File: src/rtl/maze_ram_arbiter.sv
// -----------------------------------------------------------------------------
// maze_ram_arbiter
//
// Shares the single read port of the maze tile RAM (1 bit per tile,
// 0 = floor, 1 = wall) between three requesters:
//   port 0 - player movement logic
//   port 1 - VGA renderer
//   port 2 - maze solver / generator read-back
//
// One address is issued per cycle under round-robin arbitration. A tag
// pipeline follows each read through the RAM latency, so the returned tile
// bit goes to the port that asked for it, in grant order.
//
// Ports:
//   clock        system clock, all logic on posedge
//   reset_n      synchronous active-low reset
//   port_enable  per-port enable mask; a disabled port's req is ignored
//   req          per-port request, held until the matching gnt is seen
//   addr         packed tile addresses, port k uses bits [11k+10:11k]
//   gnt          one-hot combinational grant
//   rd_valid     one-hot strobe, the port's tile bit is on rd_data
//   rd_data      returned tile bit (0 outside rd_valid cycles)
//   ram_address  registered address to the maze RAM
//   ram_data     RAM read data, RAM_LATENCY cycles after ram_address
//   busy         high while any read is in flight
// -----------------------------------------------------------------------------
module maze_ram_arbiter #(
    parameter int WIDTH       = 10,
    parameter int HEIGHT      = 10,
    parameter int RAM_LATENCY = 2
) (
    input  logic        clock,
    input  logic        reset_n,
    input  logic [2:0]  port_enable,
    input  logic [2:0]  req,
    input  logic [32:0] addr,
    output logic [2:0]  gnt,
    output logic [2:0]  rd_valid,
    output logic        rd_data,
    output logic [10:0] ram_address,
    input  logic        ram_data,
    output logic        busy
);

    // One stage for the ram_address register plus RAM_LATENCY RAM stages.
    localparam int          STAGES     = RAM_LATENCY + 1;
    localparam int          LAST       = STAGES - 1;
    localparam logic [10:0] TILE_COUNT = 11'(WIDTH * HEIGHT);

    typedef struct packed {
        logic       valid;
        logic [1:0] port;
        logic       oob;
    } tag_t;

    tag_t        tags [STAGES];
    logic [1:0]  last;
    logic [2:0]  eligible;
    logic [10:0] port_addr [3];
    logic [1:0]  order [3];
    logic        win_valid;
    logic [1:0]  win_port;
    logic [10:0] win_addr;
    logic        win_oob;

    assign eligible = req & port_enable;

    // Round-robin arbitration: search last+1, last+2, last+3 (mod 3).
    // NOTE: every variable driven here gets a default first so no latch is inferred.
    always_comb begin
        win_valid = 1'b0;
        win_port  = 2'd0;
        gnt       = 3'b000;
        for (int k = 0; k < 3; k++) begin
            port_addr[k] = addr[11*k +: 11];
        end
        case (last)
            2'd0:    begin order[0] = 2'd1; order[1] = 2'd2; order[2] = 2'd0; end
            2'd1:    begin order[0] = 2'd2; order[1] = 2'd0; order[2] = 2'd1; end
            default: begin order[0] = 2'd0; order[1] = 2'd1; order[2] = 2'd2; end
        endcase
        // No grant may be issued while reset is asserted.
        if (reset_n) begin
            for (int i = 2; i >= 0; i--) begin
                if (eligible[order[i]]) begin
                    win_valid = 1'b1;
                    win_port  = order[i];
                end
            end
        end
        if (win_valid) begin
            gnt[win_port] = 1'b1;
        end
        win_addr = port_addr[win_port];
        win_oob  = (win_addr >= TILE_COUNT);
    end

    // NOTE: sequential state uses non-blocking assignments so every register
    // samples the values from before the edge.
    always_ff @(posedge clock) begin
        if (!reset_n) begin
            last        <= 2'd2;
            ram_address <= '0;
            // NOTE: the tag pipeline is control state, not storage; clearing its
            // valid bits is what discards reads in flight at reset.
            for (int s = 0; s < STAGES; s++) begin
                tags[s] <= '0;
            end
        end else begin
            if (win_valid) begin
                last        <= win_port;
                ram_address <= win_addr;
            end
            tags[0] <= '{valid: win_valid, port: win_port, oob: win_oob};
            for (int s = 1; s < STAGES; s++) begin
                tags[s] <= tags[s-1];
            end
        end
    end

    // Response side: the last tag stage lines up with ram_data.
    always_comb begin
        rd_valid = 3'b000;
        rd_data  = 1'b0;
        busy     = 1'b0;
        if (tags[LAST].valid) begin
            rd_valid[tags[LAST].port] = 1'b1;
            // Out-of-bounds tiles read back as wall regardless of the RAM.
            rd_data = tags[LAST].oob | ram_data;
        end
        for (int s = 0; s < STAGES; s++) begin
            busy = busy | tags[s].valid;
        end
    end

endmodule

File: config.mk
export PLATFORM = sky130hd
export DESIGN_NAME = maze_ram_arbiter
export DESIGN_NICKNAME = d
export VERILOG_FILES = /design/src/rtl/maze_ram_arbiter.sv
export SDC_FILE = /design/constraint.sdc
export NUM_CORES = 1
export LEC_CHECK = 0
export ABC_AREA = 1
export BUFFER_PORTS_ARGS = -buffer_cell sky130_fd_sc_hd__buf_4
export CORE_ASPECT_RATIO = 1.2
export CORE_MARGIN = 8
export CORE_UTILIZATION = 24
export DETAILED_ROUTE_END_ITERATION = 12
export GPL_TIMING_DRIVEN = 0
export SYNTH_ARGS = -nofsm -noshare
export SYNTH_HDL_FRONTEND = slang
export SYNTH_SLANG_ARGS = --single-unit
File: constraint.sdc
create_clock -name clock -period 2.6 [get_ports clock]
set_clock_uncertainty 0.15 [all_clocks]
set_input_delay 0.13 -clock clock [delete_from_list [all_inputs] [get_ports clock]]
set_output_delay 0.13 -clock clock [all_outputs]
set_load 0.05 [all_outputs]
Word level (Yosys, flattened, before mapping)
Memories as Yosys holds them, arrays and structs flattened.
Index checks and enable logic that the tools add are counted.
Widths: inputs -> output; s select.

storage, ports and cells
  memories = 1
  word-level logic and storage cells = 54
  RAM bits = 12
  flip-flop bits (word level) = 13

memories
  memory  words  width  read ports  clocked after Yosys merged registers in  wr ports  line  RTL
  tags    3      4      3           0                                        3         56    tag_t tags [STAGES];

cells by class
  magnitude comparators = 9
  equality and inequality tests = 1
  bitwise operators = 8
  reduce and logical (&&, ||, !) cells = 3
  multiplexer cells = 30

operators by type and width
  kind                 count
  $bmux 11 s2          1
  $mux 11              2
  $lt 2x3->1 const B   5
  $mux 1               12
  $mux 4               3
  $pmux 6 s2           1
  $ge 11x7->1 const B  1
  $mux 2               4
  $bmux 1 s2           3
  $mux 3               2
  $or 1x1->1           6
  $demux 1 s2          2
  $ge 2x1->1 const B   2
  $and 3x3->3          1
  $ge 3x3->1 const B   1
  $not 2->3            1
  $eq 2x1->1 const B   1
  $logic_and 1x1->1    2
  $logic_not 2->1      1

Depth between registers and ports, before layout
Gate-level depths: netlist of the first run.

  depth after elaboration = 14
  mapped depth = 15
  depth with buffers taken out = 14

Worst setup path before layout of the first run
Ideal clock, no wire load.

  path type = register to output
  start = reg last[1]
  end = out gnt[0]
  buffers on the path = 0
  cell stages (with the launch flop) = 9
  required time = 2.320 ns
  arrival time = 2.193 ns
  path slack = 0.127 ns
  cells stage by stage = dfxtp_1 -> inv_2 -> nand2_2 -> nor2_4 -> nor2_8 -> nand2_2 -> nand3_4 -> inv_2 -> nor3_1

on the way
  longest elaborated chain between the ends = 13

RTL lines
  what                                                            line  RTL
  start, declared                                                 57    logic [1:0] last;
  start signal, assigned                                          111   last <= win_port;
  $eq 2x1->1 or $logic_not 2->1 (tied branches)                   77    case (last)
  $pmux 6 s2 *                                                    77
  $bmux 1 s2                                                      85    if (eligible[order[i]]) begin
  $mux 1 (implied by the code)                                    85
  $mux 2 (3 in a row)                                             85
  $mux 2                                                          83    if (reset_n) begin
  $lt 2x3->1 (implied by the code) or $ge 2x1->1 (tied branches)  92    gnt[win_port] = 1'b1;
  $logic_and 1x1->1 (implied by the code)                         92
  $mux 1 (implied by the code)                                    92
  $demux 1 s2                                                     92
  $mux 3 *                                                        91    if (win_valid) begin
  end, declared                                                   37    output logic [2:0] gnt,

Every way passes the cells marked *; elsewhere a longest branch is shown, timed or not. The select of a mux whose other input is x is not followed.

Worst setup path after layout of the first run
  start = reg last[0]
  end = out gnt[0]

Same word-level chain as after synthesis.

==> results.sh, run 1 <==
export IMPL_root_buffer="clkbuf_8"
export IMPL_ios=61
export IMPL_wirelength_um=3740
export IMPL_cts_buffers=3
export IMPL_area_growth_pct=43.5
export IMPL_dpl_worst_slack_ns=0.541
export IMPL_setup_violations=0
export IMPL_startpoint_type="flop"
export IMPL_ys_ff_latch=25
export IMPL_synth_area_sq_um=1350
export IMPL_fp_dieW_um=84.6
export IMPL_synth_area_leader_cell="dfxtp_1"
export IMPL_start_util_pct=24.4
export IMPL_tns_ns=0
export IMPL_synth_nets=241
export IMPL_hold_class="input port to flop"
export IMPL_fp_dieArea_sq_um=8310
export IMPL_antenna_found_initial=0
export IMPL_first_global_vias=1310
export IMPL_layout_nets=307
export IMPL_grt_overflow=0
export IMPL_cts_resized=0
export IMPL_cp_required_ns=2.32
export IMPL_syn_avg_cell_area_sq_um=6.80
export IMPL_drc=0
export IMPL_layout_drive_gt1_share_pct=32.6
export IMPL_grt_max_degree=16
export IMPL_synth_warnings=0
export IMPL_ant_nets=0
export IMPL_io_buffers=60
export IMPL_cts_sinks=25
export IMPL_cp_end_kind="output pin"
export IMPL_placed_area_sq_um=1880
export IMPL_clk_pin_slew_ns=0.10
export IMPL_dr_pass1_iters=4
export IMPL_tritoncts="yes"
export IMPL_clock_fmax_mhz=438
export IMPL_maxCapViolCount=0
export IMPL_drt_iter0_markers=22
export IMPL_status="completed"
export IMPL_synth_top_area_share_pct=37.0
export IMPL_cts_buffer_depth=2
export IMPL_post_route_min_period_ns=2.28
export IMPL_tightest_slew_ns=0.460
export IMPL_hold_violations=0
export IMPL_place_hpwl_um=3070
export IMPL_relSlewSlack_pct=69.3
export IMPL_critical_path_class="flop to output pin"
export IMPL_synthTopCellsByArea="dfxtp_1 (37%), nand2_1 (14%), inv_1 (8.3%)"
export IMPL_finalMaxSlewViolations=0
export IMPL_place_congestion=0.755
export IMPL_track_usage_pct=9.11
export IMPL_via_per_inst=4.13
export IMPL_worstPathArrival_ns=2.00
export IMPL_design_core_area_sq_um=5560
export IMPL_seq_area_frac_synth_pct=37.0
export IMPL_cts_htree_levels=1
export IMPL_p_total_uw=1560
export IMPL_cp_max_fo=10
export IMPL_vias=1353
export IMPL_die_h_um=98.3
export IMPL_fin_area_sq_um=1940
export IMPL_ir_drop_mv=0.321
export IMPL_rsz0062_at_grt="false"
export IMPL_setup_ws_ns=0.318
export IMPL_powerDensity_nw_per_um2=802
export IMPL_ys_types=29
export IMPL_wl_per_cell_um=11.4
export IMPL_netlist_instances=199
export IMPL_fin_crit_sh_pct=87.8
export IMPL_clock_latency_ns=0.27
export IMPL_row_count=30
export IMPL_grt_pass1_wl_um=6270
export IMPL_antenna_cells=0
export IMPL_p_leak_uw=0.00107
## metrics by stage
step	std cells	hold slack, ns	utilization (%)
floorplan	199	0.121	-
global placement	323	0.214	33.9
detailed placement	323	0.213	33.9
CTS	328	0.0400	35.0
global route	328	0.0431	35.0
finish	328	0.0340	35.0
## kinds of logic after synthesis
family                 after synthesis  synth area share, %
buffers and inverters               41                 13.2
DFF                                 25                 37.0
and+or+nand+nor                    108                 38.7
AOI/OAI and AO/OA                   25                 11.1
## per-layer routing
layer,wire [um],global-route usage [%],vias up,part of all wire [%]
met5,0,0,-,0
met4,19,1.65,0,0.51
met3,314,3.87,2,8.4
met2,1820,15.3,39,49
met1,1590,10.5,565,43
li1,-,-,747,-
## power breakdown
| part | internal (uW) | total [uW] | switching (uW) |
|---|---|---|---|
| clock | 109 | 241 | 132 |
| sequential | 467 | 512 | 45.3 |
| combinational | 268 | 805 | 537 |
## what timing repair did
action                                  4_1_cts  5_1_grt
endpoints found under the setup margin        0        0
hold buffers                                  1        0
endpoints found under the hold margin         1        0
buffers inserted                              0        0
## cells in the final DEF (no fill, tap or decap), types with 4 or more instances in the layout
master / n
dfxtp_1: 25
inv_1: 30
nor2_1: 25
o21ai_1: 7
inv_2: 4
a21oi_1: 7
buf_4: 60
nand3_1: 13
nand2_1: 52
## cell usage after synthesis
| master | n |
|---|---|
| nand2_4 | 2 |
| a22oi_1 | 1 |
| nor3_1 | 3 |
| nand3b_1 | 1 |
| nand3_1 | 13 |
| nor2_8 | 1 |
| a21oi_1 | 7 |
| o21ai_0 | 3 |
| nand2_2 | 3 |
| buf_2 | 2 |
| o221ai_1 | 1 |
| nand3_2 | 1 |
| a22o_1 | 2 |
| or2_1 | 1 |
| inv_1 | 30 |
| o211ai_1 | 2 |
| clkbuf_1 | 2 |
| o21ai_1 | 7 |
| inv_2 | 4 |
| nand4_1 | 1 |
| o31ai_1 | 1 |
| nand3_4 | 2 |
| buf_6 | 3 |
| dfxtp_1 | 25 |
| nor2_2 | 1 |
| o21ai_2 | 1 |
| nor2_4 | 2 |
| nor2_1 | 25 |
| nand2_1 | 52 |
## worst paths after layout
check	from	endpoint	slack (ns)	cells past startpoint
worst max register to register	last[1]$_SDFFE_PN1P_	tags[0][0]$_SDFF_PN0_	0.67	12
worst max-delay path	last[0]$_SDFFE_PN0P_	gnt[0]	0.32	10
worst min-delay path	addr[0]	ram_address[0]$_SDFFE_PN0P_	0.03	3
worst min register to register	tags[0][5]$_SDFF_PN0_	tags[0][9]$_SDFF_PN0_	0.27	2
## layout make-up
class | instances | area, sq um
sequential | 25 | 500
clock inverter | 1 | 7.51
timing repair buffer | 61 | 460
tap | 64 | 80.1
fill | 611 | 3610
clock buffer | 3 | 41.3
inverter | 34 | 128
multi-input combinational | 133 | 674
buffer | 7 | 51.3
## worst max-delay path, stage by stage, from the launching register on
cell	delay, ns
dfxtp_1	0.36
inv_2	0.07
nor2_2	0.14
inv_1	0.10
o221ai_1	0.19
nor2_1	0.08
nand2_1	0.06
nand2_1	0.06
clkbuf_1	0.25
nor3_1	0.19
buf_4	0.23
## flip-flops by register name, summed over array words and instances, names as in the netlist
name,cells
last,2
ram_address,11
tags,12
No activity file was read; power rests on OpenSTA's default activity.
==> run 2: changes to the inputs <==
Settings changed: PLACE_DENSITY set to 0.56.
==> results.sh, run 2 (synthesis gave the netlist of run 1 again) <==
export IMPL_fin_area_sq_um=1940
export IMPL_start_util_pct=24.4
export IMPL_cts_buffers=3
export IMPL_m1WireLength_um=1670
export IMPL_fp_dieW_um=84.6
export IMPL_fp_dieArea_sq_um=8310
export IMPL_track_usage_pct=9.62
export IMPL_place_hpwl_um=3130
export IMPL_n_fill_cell=617
export IMPL_place_congestion=0.765
export IMPL_row_count=30
export IMPL_tritoncts="yes"
export IMPL_grt_overflow=0
export IMPL_p_leak_uw=0.00108
export IMPL_wirelength_um=3860
export IMPL_grt_pass1_wl_um=6800
export IMPL_largest_reg_flops=12
export IMPL_antenna_cells=0
export IMPL_regMostFlops="tags"
export IMPL_status="completed"
export IMPL_cp_end_kind="output pin"
export IMPL_cts_sinks=25
export IMPL_cts_htree_levels=1
export IMPL_tns_ns=0
export IMPL_rsz0062_at_grt="false"
export IMPL_wl_met3_um=232
export IMPL_cts_buffer_depth=2
export IMPL_powerDensity_nw_per_um2=808
export IMPL_ant_nets=0
export IMPL_root_buffer="clkbuf_8"
export IMPL_clock_fmax_mhz=430
export IMPL_hold_class="input port to flop"
export IMPL_io_buffers=60
export IMPL_cts_resized=0
export IMPL_antenna_found_initial=0
export IMPL_wl_per_cell_um=11.8
export IMPL_finalMaxSlewViolations=0
export IMPL_cp_max_fo=10
export IMPL_startpoint_type="flop"
export IMPL_vias=1386
export IMPL_grt_max_degree=17
export IMPL_placed_area_sq_um=1880
export IMPL_cp_required_ns=2.32
export IMPL_ir_drop_mv=0.301
export IMPL_critical_path_class="flop to output pin"
export IMPL_maxCapViolCount=0
export IMPL_area_growth_pct=43.6
export IMPL_first_global_vias=1445
export IMPL_routed_top_layer="met4"
export IMPL_die_h_um=98.3
export IMPL_reg_largest_list="tags x12, ram_address x11, last x2"
export IMPL_hold_violations=0
export IMPL_clock_latency_ns=0.27
export IMPL_design_core_area_sq_um=5560
export IMPL_final_common_cell="buf_4"
export IMPL_clk_pin_slew_ns=0.10
export IMPL_tightest_slew_ns=0.527
export IMPL_final_cell_mix="buf_4 (60), nand2_1 (52), inv_1 (30), nor2_1 (25), dfxtp_1 (25)"
export IMPL_wl_met2_um=1950
export IMPL_via_per_inst=4.23
export IMPL_setup_violations=0
export IMPL_layout_drive_gt1_share_pct=32.6
export IMPL_layout_nets=307
export IMPL_drc=0
export IMPL_dr_pass1_iters=4
export IMPL_ios=61
export IMPL_relSlewSlack_pct=64.9
export IMPL_drt_iter0_markers=47
export IMPL_fin_crit_sh_pct=89.3
export IMPL_post_route_min_period_ns=2.32
export IMPL_worstPathArrival_ns=2.04
-- run 2: cell types whose count changed in the layout (fill, tap and decap cells not counted), sizes merged --
| cell | before | now |
|---|---|---|
| clkinvlp | 1 | 0 |
| inv | 34 | 35 |
-- run 2: critical path: stages (launching register included) --
cell      delay, ns
dfxtp_1        0.43
inv_2          0.09
o21ai_0        0.16
a21oi_1        0.05
nor2_1         0.15
nand2_1        0.07
nand2_1        0.07
clkbuf_1       0.42
nor3_1         0.09
buf_4          0.21
-- run 2: report_power, final --
| part | switching, uW | internal [uW] | leakage (uW) | total, uW |
|---|---|---|---|---|
| Combinational | 540 | 268 | 0.000843 | 808 |
| Clock | 135 | 112 | 0.0000261 | 248 |
| Sequential | 48.7 | 467 | 0.000207 | 515 |
-- run 2: layer usage --
metal | GRT usage (%) | vias up
li1 | - | 745
met1 | 11.2 | 603
met2 | 17.4 | 36
met3 | 2.61 | 2
met4 | 1.24 | 0
met5 | 0 | -
-- run 2: per-stage QoR --
step                      total power (uW)  hold slack (ns)  util, %  std cells  setup WS [ns]
final                                 1570           0.0354     35.0        328          0.277
after global routing                  1680           0.0689     35.0        328         0.0572
after CTS                             1590           0.0388     35.0        328          0.275
after detailed placement              1340            0.228     33.9        323          0.570
after global placement                1330            0.215     33.9        323          0.571
after floorplan                       1090            0.121        -        199          0.127
-- run 2: area by class of cell --
| cell class | count | area (sq um) | share of cell area (%) |
|---|---|---|---|
| multi-input combinational | 133 | 674 | 34.7 |
| sequential | 25 | 500 | 25.7 |
| timing repair buffer | 61 | 460 | 23.7 |
| inverter | 34 | 128 | 6.56 |
| tap | 64 | 80.1 | 4.12 |
| buffer | 7 | 51.3 | 2.64 |
| clock buffer | 3 | 41.3 | 2.12 |
| clock inverter | 1 | 8.76 | 0.450 |
-- run 2: final timing paths --
kind / end / slack, ns / cells past startpoint / startpoint
worst min register to register: tags[0][9]$_SDFF_PN0_ / 0.26 / 2 / tags[0][5]$_SDFF_PN0_
worst max-delay path: gnt[0] / 0.28 / 9 / last[1]$_SDFFE_PN1P_
worst max register to register: ram_address[0]$_SDFFE_PN0P_ / 0.67 / 8 / last[1]$_SDFFE_PN1P_
worst min-delay path: ram_address[2]$_SDFFE_PN0P_ / 0.04 / 4 / addr[24]
-- run 2: timing repair --
action                    4_1_cts  5_1_grt
hold endpoints to repair        1        0
hold buffers                    1        0
buffers inserted                0        0
==> run 3: changes to the inputs <==
Settings changed: CELL_PAD_IN_SITES_DETAIL_PLACEMENT set to 1, CELL_PAD_IN_SITES_GLOBAL_PLACEMENT set to 1, PLACE_DENSITY 0.56 to 0.73.
==> results.sh, run 3 (synthesis gave the netlist of run 1 again) <==
export IMPL_grt_pass1_wl_um=7130
export IMPL_vias=1411
export IMPL_hold_start="reset_n"
export IMPL_relSlewSlack_pct=70.1
export IMPL_cts_buffer_depth=2
export IMPL_final_seq_area_sq_um=500
export IMPL_hold_class="input port to flop"
export IMPL_wirelength_um=4120
export IMPL_die_h_um=98.3
export IMPL_worstPathArrival_ns=1.97
export IMPL_fp_dieW_um=84.6
export IMPL_design_core_area_sq_um=5560
export IMPL_layout_drive_gt1_share_pct=32.2
export IMPL_root_buffer="clkbuf_8"
export IMPL_tritoncts="yes"
export IMPL_antenna_cells=0
export IMPL_row_count=30
export IMPL_startpoint_type="flop"
export IMPL_largest_reg_flops=12
export IMPL_clock_latency_ns=0.26
export IMPL_antenna_found_initial=0
export IMPL_first_global_vias=1572
export IMPL_cts_buffers=3
export IMPL_setup_violations=0
export IMPL_reg_largest_list="tags x12, ram_address x11, last x2"
export IMPL_p_leak_uw=0.00107
export IMPL_maxCapViolCount=0
export IMPL_clk_pin_slew_ns=0.08
export IMPL_r2r_start="last[1]$_SDFFE_PN1P_"
export IMPL_status="completed"
export IMPL_cts_sinks=25
export IMPL_cp_max_fo=10
export IMPL_via_per_inst=4.30
export IMPL_critical_path_class="flop to output pin"
export IMPL_place_hpwl_um=3410
export IMPL_regMostFlops="tags"
export IMPL_cts_htree_levels=1
export IMPL_n_fill_cell=745
export IMPL_powerDensity_nw_per_um2=800
export IMPL_start_util_pct=24.4
export IMPL_fp_dieArea_sq_um=8310
export IMPL_ios=61
export IMPL_place_congestion=0.739
export IMPL_finalMaxSlewViolations=0
export IMPL_dp_cells=323
export IMPL_clock_fmax_mhz=444
export IMPL_area_growth_pct=43.3
export IMPL_hold_violations=0
export IMPL_tns_ns=0
export IMPL_layout_nets=307
export IMPL_ant_nets=0
export IMPL_wl_per_cell_um=12.6
export IMPL_final_common_cell="buf_4"
export IMPL_fin_cells=328
export IMPL_tightest_slew_ns=0.448
export IMPL_drt_iter0_markers=65
export IMPL_fin_crit_sh_pct=86.6
export IMPL_cp_end_kind="output pin"
export IMPL_track_usage_pct=10.5
export IMPL_rsz0062_at_grt="false"
export IMPL_io_buffers=60
export IMPL_cp_required_ns=2.32
export IMPL_ir_drop_mv=0.272
export IMPL_grt_overflow=0
export IMPL_final_cell_mix="buf_4 (60), nand2_1 (52), inv_1 (30), nor2_1 (25), dfxtp_1 (25)"
export IMPL_startpoint="last[0]$_SDFFE_PN0P_"
export IMPL_multi_input_area_sq_um=674
export IMPL_post_route_min_period_ns=2.25
export IMPL_drc=0
export IMPL_dr_pass1_iters=4
export IMPL_grt_max_degree=14
[run 3: path summary, 6_finish.rpt]
path / endpoint / slack [ns] / cells after the start
worst max-delay path: gnt[0] / 0.35 / 10
worst min-delay path: tags[0][0]$_SDFF_PN0_ / 0.05 / 3
worst max register to register: tags[0][0]$_SDFF_PN0_ / 0.72 / 12
worst min register to register: tags[0][6]$_SDFF_PN0_ / 0.27 / 2
[run 3: stage by stage]
step	setup WS [ns]	instance area [sq um]	hold WS, ns	util (%)	total power [uW]
final	0.349	1940	0.0492	34.9	1550
after global routing	0.145	1940	0.0781	34.9	1670
after CTS	0.301	1940	0.0450	34.9	1580
after detailed placement	0.555	1880	0.232	33.9	1350
after global placement	0.557	1880	0.213	33.9	1330
after floorplan	0.127	1350	0.121	-	1090
[run 3: layer usage]
layer | wire (um) | GRT usage [%] | share of wire, % | up-vias
li1 | - | - | - | 746
met1 | 1700 | 11.1 | 41 | 628
met2 | 2140 | 19.6 | 52 | 33
met3 | 233 | 3.11 | 5.7 | 4
met4 | 36 | 2.47 | 0.87 | 0
met5 | 0 | 0 | 0 | -
[run 3: critical path, stage by stage (launching register included)]
cell and delay, ns:
dfxtp_1 0.35, inv_2 0.07, nor2_2 0.15, inv_1 0.10, o221ai_1 0.15, nor2_1 0.08, nand2_1 0.06, nand2_1 0.06
clkbuf_1 0.25, nor3_1 0.21, buf_4 0.23
[run 3: repair_timing]
item | CTS | global route
resized for setup | 0 | 0
hold buffers | 1 | 0
setup buffers | 0 | 0
endpoints found under the hold margin | 1 | 0
[run 3: final cells by class]
cell class	count	share of cell area, %
Timing Repair Buffer	61	23.7
Clock buffer	4	2.32
Buffer	7	2.65
Sequential cell	25	25.8
Inverter	34	6.58
Multi-Input combinational cell	133	34.8
Tap cell	64	4.13
[run 3: where the power goes]
group,internal [uW],total (uW),switching (uW),leakage [uW]
clock,109,227,118,0.0000228
sequential,467,514,47.2,0.000207
combinational,268,809,541,0.000843
total,844,1550,706,0.00107
